### src/rtl/hazard_ctrl_pkg.sv
// Shared types and widths for the decode-stage hazard sequencer.
package hazard_ctrl_pkg;

    localparam int REG_W = 5;
    localparam int CNT_W = 3;

    typedef enum logic [1:0] {
        HZ_RUN   = 2'd0,
        HZ_HAZ   = 2'd1,
        HZ_FLUSH = 2'd2,
        HZ_MWAIT = 2'd3
    } hz_state_t;

endpackage

### src/rtl/hazard_ctrl_if.sv
// Decode/ALU/writeback view seen by the hazard sequencer, plus its stall/flush decisions.
interface hazard_ctrl_if
    import hazard_ctrl_pkg::*;
#(
    parameter int NREG = 32
);
    logic             d_valid;
    logic [REG_W-1:0] d_read_sel1;
    logic [REG_W-1:0] d_read_sel2;
    logic             d_uses_rs1;
    logic             d_uses_rs2;
    logic [REG_W-1:0] d_write_sel;
    logic             d_is_wb;
    logic             d_is_load;
    logic             br_en;
    logic             mem_busy;
    logic             wb_en;
    logic [REG_W-1:0] wb_sel;

    logic             issue;
    logic             stall;
    logic             flush_f;
    logic             flush_d;
    logic [NREG-1:0]  pending;
    logic [1:0]       state;

    modport master (
        output d_valid, d_read_sel1, d_read_sel2, d_uses_rs1, d_uses_rs2,
               d_write_sel, d_is_wb, d_is_load, br_en, mem_busy, wb_en, wb_sel,
        input  issue, stall, flush_f, flush_d, pending, state
    );

    modport slave (
        input  d_valid, d_read_sel1, d_read_sel2, d_uses_rs1, d_uses_rs2,
               d_write_sel, d_is_wb, d_is_load, br_en, mem_busy, wb_en, wb_sel,
        output issue, stall, flush_f, flush_d, pending, state
    );

endinterface

### src/rtl/hazard_scoreboard.sv
// Pending-result bit per architectural register; x0 never pending, set beats clear.
module hazard_scoreboard
    import hazard_ctrl_pkg::*;
#(
    parameter int NREG = 32
) (
    input  logic             clock,
    input  logic             reset,
    input  logic             set_en,
    input  logic [REG_W-1:0] set_sel,
    input  logic             clr_en,
    input  logic [REG_W-1:0] clr_sel,
    input  logic [REG_W-1:0] rd_sel1,
    input  logic [REG_W-1:0] rd_sel2,
    output logic [NREG-1:0]  pending,
    output logic             rd_pend1,
    output logic             rd_pend2
);

    logic [NREG-1:0] bits_q;

    always_ff @(posedge clock) begin
        if (reset) begin
            bits_q <= '0;
        end else begin
            for (int r = 1; r < NREG; r++) begin
                if (set_en && int'(set_sel) == r)
                    bits_q[r] <= 1'b1;
                else if (clr_en && int'(clr_sel) == r)
                    bits_q[r] <= 1'b0;
            end
            bits_q[0] <= 1'b0;
        end
    end

    assign pending  = bits_q;
    assign rd_pend1 = bits_q[rd_sel1];
    assign rd_pend2 = bits_q[rd_sel2];

endmodule

### src/rtl/hazard_ctrl.sv
// Decode-stage sequencer: issue / hazard stall / branch flush / memory freeze, Mealy outputs.
module hazard_ctrl
    import hazard_ctrl_pkg::*;
#(
    parameter int NREG         = 32,
    parameter int FLUSH_CYCLES = 1,
    parameter bit LOAD_ONLY    = 1'b1
) (
    input logic         clock,
    input logic         reset,
    hazard_ctrl_if.slave bus
);

    localparam logic [CNT_W-1:0] CNT_LOAD = CNT_W'(FLUSH_CYCLES - 1);

    hz_state_t        state_q, state_nx;
    logic [CNT_W-1:0] cnt_q, cnt_nx;
    logic             brp_q, brp_nx;
    logic             issue_c, stall_c, ff_c, fd_c, run_eval;
    logic             pend1, pend2, hazard, sb_set;
    logic [NREG-1:0]  sb_bits;

    hazard_scoreboard #(.NREG(NREG)) u_sb (
        .clock    (clock),
        .reset    (reset),
        .set_en   (sb_set),
        .set_sel  (bus.d_write_sel),
        .clr_en   (bus.wb_en),
        .clr_sel  (bus.wb_sel),
        .rd_sel1  (bus.d_read_sel1),
        .rd_sel2  (bus.d_read_sel2),
        .pending  (sb_bits),
        .rd_pend1 (pend1),
        .rd_pend2 (pend2)
    );

    assign hazard = bus.d_valid &
                    ((bus.d_uses_rs1 & (bus.d_read_sel1 != '0) & pend1) |
                     (bus.d_uses_rs2 & (bus.d_read_sel2 != '0) & pend2));

    // ALU results are forwarded, so only loads need tracking unless LOAD_ONLY is off
    assign sb_set = issue_c & ~reset & bus.d_is_wb & (bus.d_write_sel != '0) &
                    (bus.d_is_load | ~LOAD_ONLY);

    always_comb begin
        state_nx = state_q;
        cnt_nx   = cnt_q;
        brp_nx   = brp_q;
        issue_c  = 1'b0;
        stall_c  = 1'b0;
        ff_c     = 1'b0;
        fd_c     = 1'b0;
        run_eval = 1'b0;

        case (state_q)
            HZ_RUN, HZ_HAZ: run_eval = 1'b1;
            HZ_FLUSH: begin
                // br_en and mem_busy here belong to squashed work; flush dominates
                ff_c = 1'b1;
                fd_c = 1'b1;
                if (cnt_q == '0) state_nx = HZ_RUN;
                else             cnt_nx   = cnt_q - 1'b1;
            end
            HZ_MWAIT: begin
                if (bus.mem_busy) begin
                    stall_c = 1'b1;
                    if (bus.br_en) brp_nx = 1'b1;
                end else if (brp_q) begin
                    ff_c     = 1'b1;
                    fd_c     = 1'b1;
                    brp_nx   = 1'b0;
                    cnt_nx   = CNT_LOAD;
                    state_nx = HZ_FLUSH;
                end else begin
                    run_eval = 1'b1;
                end
            end
            default: state_nx = HZ_RUN;
        endcase

        if (run_eval) begin
            if (bus.br_en) begin
                ff_c     = 1'b1;
                fd_c     = 1'b1;
                cnt_nx   = CNT_LOAD;
                state_nx = HZ_FLUSH;
            end else if (bus.mem_busy) begin
                stall_c  = 1'b1;
                state_nx = HZ_MWAIT;
            end else if (hazard) begin
                stall_c  = 1'b1;
                fd_c     = 1'b1;
                state_nx = HZ_HAZ;
            end else begin
                issue_c  = bus.d_valid;
                state_nx = HZ_RUN;
            end
        end
    end

    always_ff @(posedge clock) begin
        if (reset) begin
            state_q <= HZ_RUN;
            cnt_q   <= '0;
            brp_q   <= 1'b0;
        end else begin
            state_q <= state_nx;
            cnt_q   <= cnt_nx;
            brp_q   <= brp_nx;
        end
    end

    assign bus.issue   = issue_c & ~reset;
    assign bus.stall   = stall_c & ~reset;
    assign bus.flush_f = ff_c & ~reset;
    assign bus.flush_d = fd_c & ~reset;
    assign bus.pending = reset ? '0 : sb_bits;
    assign bus.state   = reset ? HZ_RUN : state_q;

endmodule
### src/flat_wrapper.sv
// flat-port wrapper written by rule: the top's interface ports become plain ports
module hazard_ctrl_flat import hazard_ctrl_pkg::*;
#(
    parameter int NREG         = 32,
    parameter int FLUSH_CYCLES = 1,
    parameter bit LOAD_ONLY    = 1'b1
)
  (clock, reset, bus_d_valid, bus_d_read_sel1, bus_d_read_sel2, bus_d_uses_rs1, bus_d_uses_rs2, bus_d_write_sel, bus_d_is_wb, bus_d_is_load, bus_br_en, bus_mem_busy, bus_wb_en, bus_wb_sel, bus_issue, bus_stall, bus_flush_f, bus_flush_d, bus_pending, bus_state);
  hazard_ctrl_if #(.NREG(NREG)) bus_i ();
  input logic clock;
  input logic reset;
  input wire logic [$bits(bus_i.d_valid)-1:0] bus_d_valid;
  input wire logic [$bits(bus_i.d_read_sel1)-1:0] bus_d_read_sel1;
  input wire logic [$bits(bus_i.d_read_sel2)-1:0] bus_d_read_sel2;
  input wire logic [$bits(bus_i.d_uses_rs1)-1:0] bus_d_uses_rs1;
  input wire logic [$bits(bus_i.d_uses_rs2)-1:0] bus_d_uses_rs2;
  input wire logic [$bits(bus_i.d_write_sel)-1:0] bus_d_write_sel;
  input wire logic [$bits(bus_i.d_is_wb)-1:0] bus_d_is_wb;
  input wire logic [$bits(bus_i.d_is_load)-1:0] bus_d_is_load;
  input wire logic [$bits(bus_i.br_en)-1:0] bus_br_en;
  input wire logic [$bits(bus_i.mem_busy)-1:0] bus_mem_busy;
  input wire logic [$bits(bus_i.wb_en)-1:0] bus_wb_en;
  input wire logic [$bits(bus_i.wb_sel)-1:0] bus_wb_sel;
  output wire logic [$bits(bus_i.issue)-1:0] bus_issue;
  output wire logic [$bits(bus_i.stall)-1:0] bus_stall;
  output wire logic [$bits(bus_i.flush_f)-1:0] bus_flush_f;
  output wire logic [$bits(bus_i.flush_d)-1:0] bus_flush_d;
  output wire logic [$bits(bus_i.pending)-1:0] bus_pending;
  output wire logic [$bits(bus_i.state)-1:0] bus_state;
  assign bus_i.d_valid = bus_d_valid;
  assign bus_i.d_read_sel1 = bus_d_read_sel1;
  assign bus_i.d_read_sel2 = bus_d_read_sel2;
  assign bus_i.d_uses_rs1 = bus_d_uses_rs1;
  assign bus_i.d_uses_rs2 = bus_d_uses_rs2;
  assign bus_i.d_write_sel = bus_d_write_sel;
  assign bus_i.d_is_wb = bus_d_is_wb;
  assign bus_i.d_is_load = bus_d_is_load;
  assign bus_i.br_en = bus_br_en;
  assign bus_i.mem_busy = bus_mem_busy;
  assign bus_i.wb_en = bus_wb_en;
  assign bus_i.wb_sel = bus_wb_sel;
  assign bus_issue = bus_i.issue;
  assign bus_stall = bus_i.stall;
  assign bus_flush_f = bus_i.flush_f;
  assign bus_flush_d = bus_i.flush_d;
  assign bus_pending = bus_i.pending;
  assign bus_state = bus_i.state;
  hazard_ctrl #(.NREG(NREG), .FLUSH_CYCLES(FLUSH_CYCLES), .LOAD_ONLY(LOAD_ONLY)) u_core (.clock(clock), .reset(reset), .bus(bus_i));
endmodule
### config.mk
export PLATFORM = sky130hd
export DESIGN_NAME = hazard_ctrl_flat
export DESIGN_NICKNAME = d
export VERILOG_FILES = /design/src/rtl/hazard_ctrl_pkg.sv /design/src/rtl/hazard_ctrl_if.sv /design/src/rtl/hazard_scoreboard.sv /design/src/rtl/hazard_ctrl.sv /design/src/flat_wrapper.sv
export SDC_FILE = /design/constraint.sdc
export NUM_CORES = 1
export LEC_CHECK = 0
export BUFFER_PORTS_ARGS = -buffer_cell sky130_fd_sc_hd__buf_2
export CAP_MARGIN = 20
export CORE_MARGIN = 8
export CORE_UTILIZATION = 40
export CTS_CLUSTER_SIZE = 25
export DETAILED_ROUTE_END_ITERATION = 8
export PLACE_DENSITY = 0.76
export SYNTH_ARGS = -nofsm -noshare
export SYNTH_HDL_FRONTEND = slang
export SYNTH_SLANG_ARGS = --single-unit
### constraint.sdc
create_clock -name clock -period 6 [get_ports clock]
set_input_delay 1.5 -clock clock [delete_from_list [all_inputs] [get_ports clock]]
set_output_delay 1.5 -clock clock [all_outputs]
set_load 0.01 [all_outputs]
==> summary by stage, run 1 <==
Detailed routing
After detailed routing, the average wire length per cell comes to 18.6 um. The first TritonRoute pass finished after 5 iterations. The routed design has slightly below 8000 um of wire. The via count of the routed design is 2474. The count of nets left with antenna violations once routing finished came out at 0. The detailed-route vias per instance is 5.86.

The detailed router finished its first iteration with 207 violations. The number of DRC violations after detailed routing is 0.

Placed design
At the end of routability-driven placement, the weighted congestion stood at ~0.96. The number of buffers inserted by port buffering is 66. The post-placement setup slack is around 0.74 ns. The half-perimeter wire length of the detailed placement result is 6070 um. The total placed cells including tap cells is 414.

Timing
Setup repair after global routing left no endpoint under its margin. The final worst-path setup slack is 0.735 ns. The final hold violation count is 0.

The clock period minus worst slack is about 5.3 ns. The maximum frequency from static timing analysis is 190 MHz. Across the routed clock network, the largest skew measured is between 0.006 and 0.007 ns. The number of setup violations in the final report is 0. Headroom to the max-slew limit came out at about half. The share of the clock period used by the worst path is 87.7%. The slew at the pin with the worst max-slew slack is 0.733 ns.

The final count of pins violating max slew is 0. Summed over all failing endpoints, the final setup total negative slack is 0 ns.

CTS
The tree built by TritonCTS fans out to 37 sinks. The clock transition time at the flip-flop clock pins of the worst setup and hold paths is about 0.07 ns. In this run, post-CTS hold repair placed 0 buffers.

Buffers inserted during clock tree synthesis total 5. TritonCTS built the clock tree. The deepest clock path buffer count is 2. Gates resized during post-CTS repair numbered 0. The clock tree synthesis step divided the H-tree into 2 levels. The number of setup buffers added after CTS is 0.

The latest clock arrival within the worst-skew pair is a little under 0.3 ns. In this run the clock root is driven by a clkbuf_8.

Yosys
The total of flip-flops plus latches after synthesis is 37. The cell accounting for the most synthesized area is dfxtp_1. The area share of the largest cell type after synthesis is between 30% and 40%. The proportion of register bits with asynchronous set or reset after synthesis is 0%.

Yosys attributes the largest share of cell area to dfxtp_1 (30%), mux4_2 (13%), nor2b_1 (11%), o21ai_0 (10%), nand3_1 (3.9%). The synthesized design contains 0 enable-type register cells. Synthesis instantiated 42 different standard cells from the library. The number of nets in the synthesized netlist is ~320. For this run, the register share of the synthesized area comes to a little under a third. Dividing the synthesized area by the synthesized cell count gives 8.41 sq um. The count of yosys warnings during synthesis is 0. The synthesized instance count is 289. For this run, the leading register cell type out of synthesis is dfxtp_1. After synthesis the cells add up to between 2000 and 2500 sq um.

Power and ir drop
The power per standard cell area is around 170 nW/um^2. The leakage power summed over all cells is between 1 and 1.5 nW. IR analysis of the VDD net gives a maximum drop of ~0.000086 V.

Hold path
The min-delay analysis places its worst path in the category flip-flop to flip-flop. In this run the most critical hold path is launched from u_core.cnt_q[0]. Along the worst hold path, the cell count comes to 2. The worst hold path terminates at u_core.cnt_q[0].

Global route
The number of antenna violations at the first check in global routing was 0. Global routing finished with a remaining overflow of 0. In the global route stage, overall resource usage came out at between 15 and 20%. The number of global-route vias before repair is ~2500. The maximum number of pins on one net before global-route repair is between 40 and 50.

The first global-routing pass estimated ~13000 um of wire.

Setup path
The slack of the worst reg-to-reg path is about 3.2 ns. The kind of cell adding the most delay to the critical path is multiplexers. The data required time at the worst endpoint is between 4 and 5 ns.

Walking the worst path, the cells encountered are buf_2 > mux4_2 > mux4_2 > nand2_1 > a31oi_1 > or4_1 > inv_1 > buf_2. Of all nets on the critical path, the largest fanout is 10. The delay contributed by the slowest stage of the critical path is ~0.6 ns. Together, buffers and inverters on the worst path number 3.

The count of cells along the worst register-to-register path is 7. The endpoint of the worst register-to-register path is u_core.u_sb.pending[20]. The worst setup path is launched from a primary input. In this run the critical register-to-register path is launched from u_core.u_sb.pending[19].

The slowest library cell on the worst path is or4_1. The data arrival time of the worst path is approximately 3.8 ns. The path type of the worst setup path is primary input to output pin. The type of element capturing the critical path is an output pin.

Die
The die width is approximately 94 um. The floorplan has 28 rows. The core footprint is about 5900 sq um. The initial utilization of the core area, before any placement, comes to between 40% and 50%. The chip height is 94.0 um.

The I/O pin count is 68. The floorplan step defined a die boundary enclosing a little under 9000 sq um.

Finish
In the layout the commonest cells are buf_2 (66), o21ai_0 (51), nor2b_1 (41), dfxtp_1 (37), nand3_1 (19). The share of the core filled with cells is around 50%. The area added between synthesis and finish is 17.7%.

Cells with a size suffix above 1 make up a little over a quarter of the layout. The antenna cell count is 0. The library cell used most frequently in the layout, excluding fill and tap cells, is buf_2.

The post-route non-filler standard cell count is approximately 420. The number of nets in the layout is around 380.

Outcome
The flow ran to the end, and the final reports show no timing, DRC or antenna violations.

Job
The max-capacitance violation count is 0.
[layout make-up]
type / count / area (sq um)
multi-input cells: 226 / 1570
repair buffers: 67 / 338
clock buffers: 6 / 72.6
clock inverters: 2 / 10.0
fillers: 609 / 3030
well taps: 75 / 93.8
inverters: 9 / 33.8
flip-flops and latches: 37 / 741
[logic make-up (layout without fill, tap and decap cells)]
family	after synthesis	after routing	synth area share [%]
flops	37	37	30.5
buf+inv	26	84	4.89
mux	22	22	16.4
other cells	1	1	0.154
compound gates	84	84	20.3
simple gates	117	117	26.7
fa+ha+maj	2	2	1.03
[metrics by stage]
step	hold WS (ns)	instance area [sq um]	power (mW)
finish	0.496	2860	0.488
CTS	0.495	2860	0.489
global route	0.520	2860	0.508
global placement	0.452	2780	0.319
detailed placement	0.484	2780	0.320
floorplan	0.442	2430	0.295
[routing by layer]
| metal | share of wire [%] | up-vias | GRT usage [%] |
|---|---|---|---|
| met5 | 0 | - | 0 |
| met4 | 1.3 | 0 | 6.08 |
| met3 | 7.7 | 11 | 3.76 |
| met2 | 46 | 121 | 29.3 |
| met1 | 45 | 1163 | 23.1 |
| li1 | - | 1179 | - |
[where the power goes]
group	switching (mW)	internal [mW]	leakage, nW	total (mW)
clock	0.0913	0.0806	0.0450	0.172
sequential	0.00176	0.247	0.298	0.248
combinational	0.0444	0.0228	0.788	0.0672
[synthesized netlist by cell type, drive strengths merged (2+ instances only)]
library cell	number
o31ai	7
ha	2
mux2	3
mux2i	5
nor3b	3
or4	2
or2	2
o21ai	51
nand2	16
buf	7
a21oi	8
nor2	12
and2	3
a211oi	2
nand3	19
nor2b	41
o41ai	8
clkbuf	10
inv	9
mux4	14
nand4	5
nand2b	7
dfxtp	37
nand3b	2
[worst min-delay path: cells and delay by family, from the launching register on]
family / cells / cell delay (ns)
AO/OA/AOI/OAI: 1 / 0.07
flip-flops: 1 / 0.31
AND/OR/NAND/NOR: 1 / 0.07
[registers in the layout (all words and copies together) (netlist names)]
name	count
u_core.u_sb.pending	31
u_core.cnt_q	3
u_core.state_q	2
u_core.brp_q	1
[worst max-delay path by stage]
stage                        from   endpoint  slack (ns)  cells after the start
2_1_floorplan  bus_d_read_sel1[0]  bus_issue        0.80                      9
3_3_place_gp   bus_d_read_sel2[0]  bus_issue        0.79                      8
3_5_place_dp   bus_d_read_sel2[0]  bus_issue        0.74                      8
4_1_cts        bus_d_read_sel2[0]  bus_issue        0.73                      8
5_1_grt        bus_d_read_sel2[0]  bus_issue        0.63                      8
6_report       bus_d_read_sel2[0]  bus_issue        0.74                      8
No activity file was read; power rests on OpenSTA's default activity.
==> inputs of run 2 (changes only) <==
--- a/config.mk
+++ b/config.mk
@@ -9,9 +9,12 @@
 export CAP_MARGIN = 20
 export CORE_MARGIN = 8
 export CORE_UTILIZATION = 40
+export CTS_BUF_LIST = sky130_fd_sc_hd__clkbuf_4 sky130_fd_sc_hd__clkbuf_8 sky130_fd_sc_hd__clkbuf_16
 export CTS_CLUSTER_SIZE = 25
 export DETAILED_ROUTE_END_ITERATION = 8
 export PLACE_DENSITY = 0.76
 export SYNTH_ARGS = -nofsm -noshare
 export SYNTH_HDL_FRONTEND = slang
+export SYNTH_HIERARCHICAL = 1
 export SYNTH_SLANG_ARGS = --single-unit
+export TNS_END_PERCENT = 1
==> run 2 against run 1 <==
Fmax is 10% higher. Highest routed layer unchanged. Register-to-register slack lost 0.02 ns. Worst hold slack better by 0.033 ns. Critical path depth grew 1. Die area up 3.3%. Largest power group unchanged. Clock skew is 0.0049 ns lower. Largest cell class unchanged. Cell count grew 10%. Critical endpoint unchanged. First-iteration DRC count rose by 45%. Via count increased by 9.5%. Sequential share of layout area decreased by 0.93 points.
==> summary by stage, run 2 <==
Power and ir drop
The worst vdd rail ir drop is around 0.000098 V. The power per standard cell area is 171 nW/um^2. In this run the static leakage power is around 1.2 nW. In this run, flip-flops and latches consume 49.2% of the power. The internal power is between 0.3 and 0.4 mW. The fraction of power consumed by combinational cells is 15.5%.

Of the total power, the clock network draws 35.3%. Net switching is 27.0% of the power. The analysis attributes to net switching a power of between 0.1 and 0.15 mW.

CTS
The buffer type at the clock tree root is clkbuf_8. The clock transition time at the flip-flop clock pins of the worst setup and hold paths is about 0.070 ns. Gates resized during post-CTS repair numbered 0.

The number of buffers created by CTS is 5. The clock passes through at most 2 buffers. The number of setup buffers added after CTS is 0.

TritonCTS built the clock tree. The number of buffers inserted by hold repair at cts is 0. Clock tree synthesis found a total of 37 sinks. The latest clock arrival within the worst-skew pair is slightly below 0.3 ns. The H-tree depth is 2.

Yosys
Among all cell types in the netlist, the one instantiated most often is nor2b_1. The number of enable flip-flop cells after synthesis is 0. During synthesis, Yosys emitted a total of 6 warnings. Summing every instance area after synthesis gives between 2000 and 3000 sq um.

The net count of the mapped netlist is 365. In the synthesized netlist the async set-or-reset flop fraction comes to 0%. In this run, distinct cell masters in the synthesized netlist total 38. Sorting the synthesized cells by how often they occur yields nor2b_1 (48), a21oi_1 (39), dfxtp_1 (37).

The synthesized design spends more area on one cell type than any other, namely dfxtp_1. In the synthesized netlist the dominant register cell turns out to be dfxtp_1. The top cell type by area accounts for 29.3% of the synthesized area.

After technology mapping, the gate count stands at approximately 330. Of the synthesized area, sequential elements account for around 30%. After synthesis, the cell types taking the most area are dfxtp_1 (29%), nor2b_1 (12%), a21oi_1 (7.7%), mux2i_1 (7.1%), o21ai_0 (6.7%). Counting flops and latches in the post-synthesis netlist gives 37.

The per-instance average area after synthesis is approximately 7.6 sq um.

Outcome
The flow ran to the end, and the final reports show no timing, DRC or antenna violations.

Die
The starting density of the core is approximately 40%. The floorplan step set the die height to 95.5 um. The I/O pin count is between 60 and 70. The die width is ~95 um. The core footprint is 6240 sq um. The total die area is 9120 sq um.

The number of rows in the core area is 29.

Placed design
Input and output buffers added on the ports amount to between 60 and 70. After detailed placement, the total cell area comes to between 2000 and 3000 sq um. The global placement routability congestion is 0.954.

The wire-length estimate of the detail-placed layout is around 6100 um.

Detailed routing
The detailed-route vias per instance is between 5 and 6. The detailed router placed ~2700 vias in this run. In the final routed layout, each cell accounts on average for roughly 17 um. The number of iterations in the first detailed-routing pass is 4.

The number of routed nets with antenna violations is 0. After the first detailed-routing iteration, the DRC count stood at roughly 300. After detailed routing, the number of remaining DRC violations is 0. Wires add up to approximately 7900 um.

Job
Across the run, the number of max-cap violations was 0.

Setup path
The most prevalent standard cell on the critical path is buf_2. STA classifies the critical path endpoint as an output pin. Among all stages on the critical path, the largest delay is contributed by mux4_2.

The critical path buffer and inverter count is 2. For this run, the slowest stage of the critical path takes approximately 0.5 ns. Walking the worst path, the cells encountered are buf_2 > mux4_2 > nand2b_1 > o2111ai_1 > nand4_1 > o311a_1 > a31oi_4 > and3_2 > buf_2. The worst setup path is launched from a primary input.

The data required time at the worst endpoint is 4.50 ns. In this design, the largest share of critical-path delay is due to multiplexers. The setup path with the least slack is of type primary input to output pin. Along the worst path, the maximum fanout reaches 8. The data arrival time of the worst path is about 3.3 ns.

Global route
The global router's overall resource usage is 17.1%. The number of antenna violations at the first check in global routing is 0. The number of global-route vias before repair is approximately 2600. The maximum number of pins on one net before global-route repair is 38. The first-pass GRT wire length is 12300 um.

The leftover overflow at the end of global routing is 0.

Timing
For the pin with the worst max-slew slack, the measured transition is ~0.63 ns. The final hold violation count is 0. The number of setup violations in the final report is 0. The maximum frequency from static timing analysis is about 210 MHz. Setup repair after global routing left no endpoint under its margin. Hold is met by ~0.53 ns. After layout, the worst path uses ~79% of the clock period.

The total negative setup slack is 0 ns. The relative slew slack is 57.9%. Subtracting the final worst setup slack from the clock period gives roughly 4.8 ns.

The final count of pins violating max slew was 0. Across the routed clock network, the largest skew measured is between 0.0015 and 0.002 ns.

Finish
The post-route cell area is between 2000 and 3000 sq um. The antenna cell count is 0. From synthesis to final layout, the design area changed by 17.4%.

After the last flow step, the layout net total stands at 420. In the layout the commonest cells are buf_2 (66), nor2b_1 (48), a21oi_1 (39), dfxtp_1 (37), nand2_1 (36). The number of flip-flops in the largest register is 31.

The post-route netlist has 21.1% of its cells at a drive strength greater than 1. Leaving out fill and tap cells, the most frequent cell in the layout is buf_2.

Hold path
In this run the worst hold path is classified as flip-flop to flip-flop.
run 2: changes by cell type in the layout (fill, tap and decap cells not counted), sizes merged, moves of 4 or more:
cell	previous run	this run
a21oi	8	39
a22oi	0	4
mux2i	5	18
mux4	14	6
nand2	16	36
nor2	12	16
nor2b	41	48
o21ai	51	34
o31ai	7	1
o41ai	8	0
run 2: cells by family after synthesis:
kind of cell / count (synthesis) / synth area share (%)
fa+ha+maj: 2 / 0.990
compound gates: 97 / 22.5
other cells: 1 / 0.148
buf+inv: 25 / 4.26
simple gates: 147 / 30.3
mux: 24 / 12.5
flops: 37 / 29.3
run 2: path summary, 6_finish.rpt:
path	start	slack, ns	cells after the start	end
worst max-delay path	bus_d_read_sel2[0]	1.23	9	bus_issue
worst min-delay path	u_core/u_sb/pending[8]	0.53	2	u_core/u_sb/pending[8]
worst max register to register	u_core/u_sb/pending[23]	3.15	11	u_core/u_sb/pending[5]
worst min register to register	u_core/u_sb/pending[8]	0.53	2	u_core/u_sb/pending[8]
run 2: stage by stage:
step / utilization, % / total power, mW / std cells / setup WS (ns)
floorplan: - / 0.306 / 333 / 1.47
global placement: 46.1 / 0.331 / 458 / 1.26
detailed placement: 46.1 / 0.333 / 458 / 1.24
CTS: 47.5 / 0.510 / 465 / 1.23
global route: 47.5 / 0.527 / 465 / 1.11
finish: 47.5 / 0.507 / 465 / 1.23
run 2: worst reg2reg max path, stage by stage, from the launching register on:
cell and delay [ns]:
dfxtp_1 0.35, mux4_2 0.46, nand2b_1 0.15, o2111ai_1 0.11, nand4_1 0.10, o311a_1 0.17, a31oi_4 0.21, and4_1 0.30
nand2b_1 0.13, nor3b_1 0.50, nand2_1 0.12, a21oi_1 0.16
run 2: cell type report:
cell class              instances  area [sq um]
inverters                       6          22.5
flip-flops and latches         37           741
repair buffers                 67           338
well taps                      77          96.3
multi-input cells             271          1680
fillers                       632          3270
clock buffers                   7          90.1
run 2: routing by layer:
layer	part of all wire [%]	GRT usage (%)
met1	41	20.9
met2	48	28.8
met3	9.1	3.94
met4	1.7	6.02
met5	0	0
run 2: power groups by stage:
stage | clock (mW) | sequential, mW | combinational (mW)
3_5_place_dp | 0 | 0.255 | 0.0776
5_1_grt | 0.192 | 0.250 | 0.0860
6_report | 0.179 | 0.250 | 0.0789
4_1_cts | 0.183 | 0.249 | 0.0779
2_1_floorplan | 0 | 0.253 | 0.0525
3_3_place_gp | 0 | 0.255 | 0.0763
==> inputs of run 3 (changes only) <==
--- a/config.mk
+++ b/config.mk
@@ -5,6 +5,7 @@
 export SDC_FILE = /design/constraint.sdc
 export NUM_CORES = 1
 export LEC_CHECK = 0
+export ABC_AREA = 1
 export BUFFER_PORTS_ARGS = -buffer_cell sky130_fd_sc_hd__buf_2
 export CAP_MARGIN = 20
 export CORE_MARGIN = 8
@@ -12,7 +13,7 @@
 export CTS_BUF_LIST = sky130_fd_sc_hd__clkbuf_4 sky130_fd_sc_hd__clkbuf_8 sky130_fd_sc_hd__clkbuf_16
 export CTS_CLUSTER_SIZE = 25
 export DETAILED_ROUTE_END_ITERATION = 8
-export PLACE_DENSITY = 0.76
+export PLACE_DENSITY = 0.75
 export SYNTH_ARGS = -nofsm -noshare
 export SYNTH_HDL_FRONTEND = slang
 export SYNTH_HIERARCHICAL = 1
==> constraint.sdc (replaced) <==
create_clock -name clock -period 5 [get_ports clock]
set_input_delay 1.25 -clock clock [delete_from_list [all_inputs] [get_ports clock]]
set_output_delay 1.25 -clock clock [all_outputs]
set_load 0.01 [all_outputs]
==> run 3 against run 2 <==
Worst setup slack worse by 0.35 ns. Flip-flop and latch count is the same. Sequential share of layout area decreased by 1.9 points. Cell count grew 42%. Critical endpoint is now bus_stall.
==> summary by stage, run 3 <==
Outcome
The run finished with clean final reports.

Timing
Hold is met by roughly 0.5 ns. The final critical path takes up about 82% of the cycle. At the pin with the least slew margin, the transition time is 0.659 ns. The number of setup violations in the final report is 0. On the final layout, the worst clock skew is ~0.007 ns.

The final count of pins violating max slew came to 0. The relative slew slack is a little under three fifths. Setup slack closes at a little under 0.9 ns. The final hold violation count was 0. The maximum frequency from static timing analysis is between 200 and 250 MHz. The total negative setup slack is 0 ns. Setup repair after global routing left no endpoint under its margin. The clock period could shrink to 4.12 ns.

Placed design
The total placed cells including tap cells is between 600 and 700. The global placement routability congestion is around 0.94. Timing analysis after detailed placement gives a worst setup slack of 0.908 ns. After legalization and detailed placement, the total HPWL measured between 7000 and 8000 um.

Summing all placed instances gives a cell area of between 3000 and 4000 sq um. Input and output buffers added on the ports amount to 66.

Detailed routing
After detailed routing, the total wire length is between 9000 and 10000 um. The via count of the routed design is roughly 3400. The number of iterations in the first detailed-routing pass is 5. The met3 wirelength from detailed routing is roughly 670 um.

The initial DRC count is ~350. Detailed routing placed a total of between 4000 and 5000 um of wire on met2. The detailed-route vias per instance is 5.15.

In the final routing, the length of wire on met1 measures 4030 um. The count of nets left with antenna violations once routing finished came out at 0. After detailed routing, no signal wire sits above met4. The number of DRC violations after detailed routing is 0. Dividing the detail-routed wire length by the instance count gives around 14 um.

Setup path
The endpoint of the worst register-to-register path is u_core/u_sb/pending[3]. The worst setup path is captured at an output pin. The critical path in this run is classified as primary input to output pin. The critical path startpoint category is a primary input. Among the stages of the critical path, the cell type that occurs most often is nand2_1.

In this run the critical register-to-register path is launched from u_core/u_sb/pending[6]. The data required time at the worst endpoint is roughly 3.8 ns. In this run the worst path has a maximum fanout of 18. Data arrives at the worst endpoint at roughly 2.9 ns. In this design, the stage delay of the slowest critical-path cell is about 0.31 ns. For this design, the slowest cell found on the critical path is buf_2.

The critical path goes through buf_2 > inv_6 > nand2_1 > nand3_1 > nand3_1 > nand3_1 > nand2_1 > nand2_1 > nand2_1 > nand2_1 > inv_1 > nand2_1 > nand2_1 > nand2_1 > nand2_1 > nand2_1 > a21oi_1 > buf_2. The count of cells along the worst register-to-register path is 17. The slack of the worst reg-to-reg path is between 2 and 3 ns.

CTS
The H-tree depth is 2. The CTS tree is yes. After clock tree synthesis, the repair step resized 0 gates. The number of hold buffers added after CTS was 0. The number of setup buffers added after CTS is 0.

The clock passes through at most 2 buffers. CTS saw 37 sinks. The tree is rooted in a clkbuf_8. Buffers inserted during clock tree synthesis total 5.

The clock transition time at the flip-flop clock pins of the worst setup and hold paths is 0.07 ns. The latest clock arrival within the worst-skew pair is 0.29 ns.

Power and ir drop
For this design the static power due to leakage is ~1.5 nW. The power consumption is between 0.6 and 0.7 mW. The power per standard cell area is 195 nW/um^2.

The worst vdd rail ir drop is about 0.00011 V.

Yosys
In this run the biggest area consumer among cell types represents 26.4% of the synthesized area. In the synthesized netlist the dominant register cell turns out to be dfxtp_1. The number of distinct standard cells referenced by the synthesized netlist is 26.

After synthesis, the cell types taking the most area are dfxtp_1 (26%), nand2_1 (20%), nand3_1 (10%), inv_1 (10%), nor2_1 (9.8%). The synthesized instance count is 508. In this run, synthesis produced a sequential element count of 37. The Yosys step of the flow raised 6 warnings. Yosys mapped a number of flops with a built-in enable equal to 0. The mapped netlist covers between 2000 and 3000 sq um. The most common cell in the netlist is nand2_1. The cell accounting for the most synthesized area is dfxtp_1. Counting flops with an async set or reset pin after synthesis yields a share of 0%. Averaged over all synthesized cells, the footprint is 5.52 sq um. Of the synthesized area, sequential elements account for a little over a quarter. After synthesis, the most frequently instantiated cells are nand2_1 (150), inv_1 (76), nor2_1 (73). When the netlist entered floorplanning its net count stood at 540.

Die
In this run the vertical extent of the chip is 99.8 um. The die width is 99.8 um. The starting density of the core is between 40% and 50%.

The core footprint is around 6800 sq um. The I/O pin count is 68. The total die area is 9950 sq um. The number of rows in the core area is 30.

Finish
The register with the most flip-flops in the layout has 31 of them. The ratio of cells with drive above 1 in the final layout is 15.6%. Summing all multi-input logic gate instances after layout gives about 1600 sq um.

The post-route non-filler standard cell count is about 660. The area added between synthesis and finish is 14.5%. The share of the core filled with cells is 47.3%. 0 antenna diodes ended up in the layout. The register cell area after layout is approximately 740 sq um. Once layout is done, the placed cells without fillers occupy 3210 sq um. Leaving out fill and tap cells, the most frequent cells in the layout are nand2_1 (150), inv_1 (76), nor2_1 (73), buf_2 (66), nand3_1 (57). The leading cell type in the layout, fill and taps excluded is nand2_1.

For this run, the post-layout net count is around 590. The number of filler instances in the final layout is 755.

Global route
The first global-routing pass estimated between 15000 and 20000 um of wire. The global router's overall resource usage is about a fifth. The leftover overflow at the end of global routing is 0. The maximum number of pins on one net before global-route repair is approximately 60.

The number of antenna violations at the first check in global routing came to 0. The number of global-route vias before repair is approximately 3200.

Hold path
The worst hold path class is flip-flop to flip-flop. The endpoint of the worst hold-timing path is u_core/cnt_q[0]. The hold path startpoint is u_core/cnt_q[0]. The worst hold path passes through 2 cells.

Job
The max-capacitance violation count is 0.
## run 3: final cells by class
class	instances	area share, %
Clock buffer	6	2.37
Multi-Input combinational cell	371	50.4
Sequential cell	37	23.0
Clock inverter	2	0.311
Inverter	80	9.65
Timing Repair Buffer	67	10.5
Tap cell	96	3.74
## run 3: worst max-delay path by stage
stage,startpoint,to,cells after the start
finish,bus_d_read_sel1[0],bus_stall,18
global route,bus_d_read_sel1[0],bus_stall,18
CTS,bus_d_read_sel1[0],bus_stall,18
detailed placement,bus_d_read_sel1[0],bus_stall,18
global placement,bus_d_read_sel2[0],bus_stall,18
floorplan,bus_d_read_sel1[0],bus_stall,19
## run 3: critical path: cells and delay by family
family	cells	cell delay, ns
AND/OR/NAND/NOR	13	0.86
AO/OA/AOI/OAI	1	0.13
buffers and inverters	4	0.62
## run 3: logic make-up (layout without fill, tap and decap cells)
logic type      Yosys count  count (layout)  synth area share, %
compound gates           72              72                 13.2
fa+ha+maj                 2               2                0.892
buf+inv                 100             155                 15.9
flops                    37              37                 26.4
other cells               1               1                0.134
simple gates            296             296                 43.4
## run 3: metal layers
metal | vias to the layer above | GRT usage, %
li1 | 1687 | -
met1 | 1530 | 22.7
met2 | 157 | 32.1
met3 | 23 | 3.35
met4 | 0 | 7.80
met5 | - | 0
## run 3: where the power goes
part	switching (mW)	total, mW	leakage (nW)	internal, mW
combinational	0.0808	0.117	1.11	0.0366
clock	0.105	0.207	0.0484	0.102
sequential	0.00343	0.301	0.299	0.298
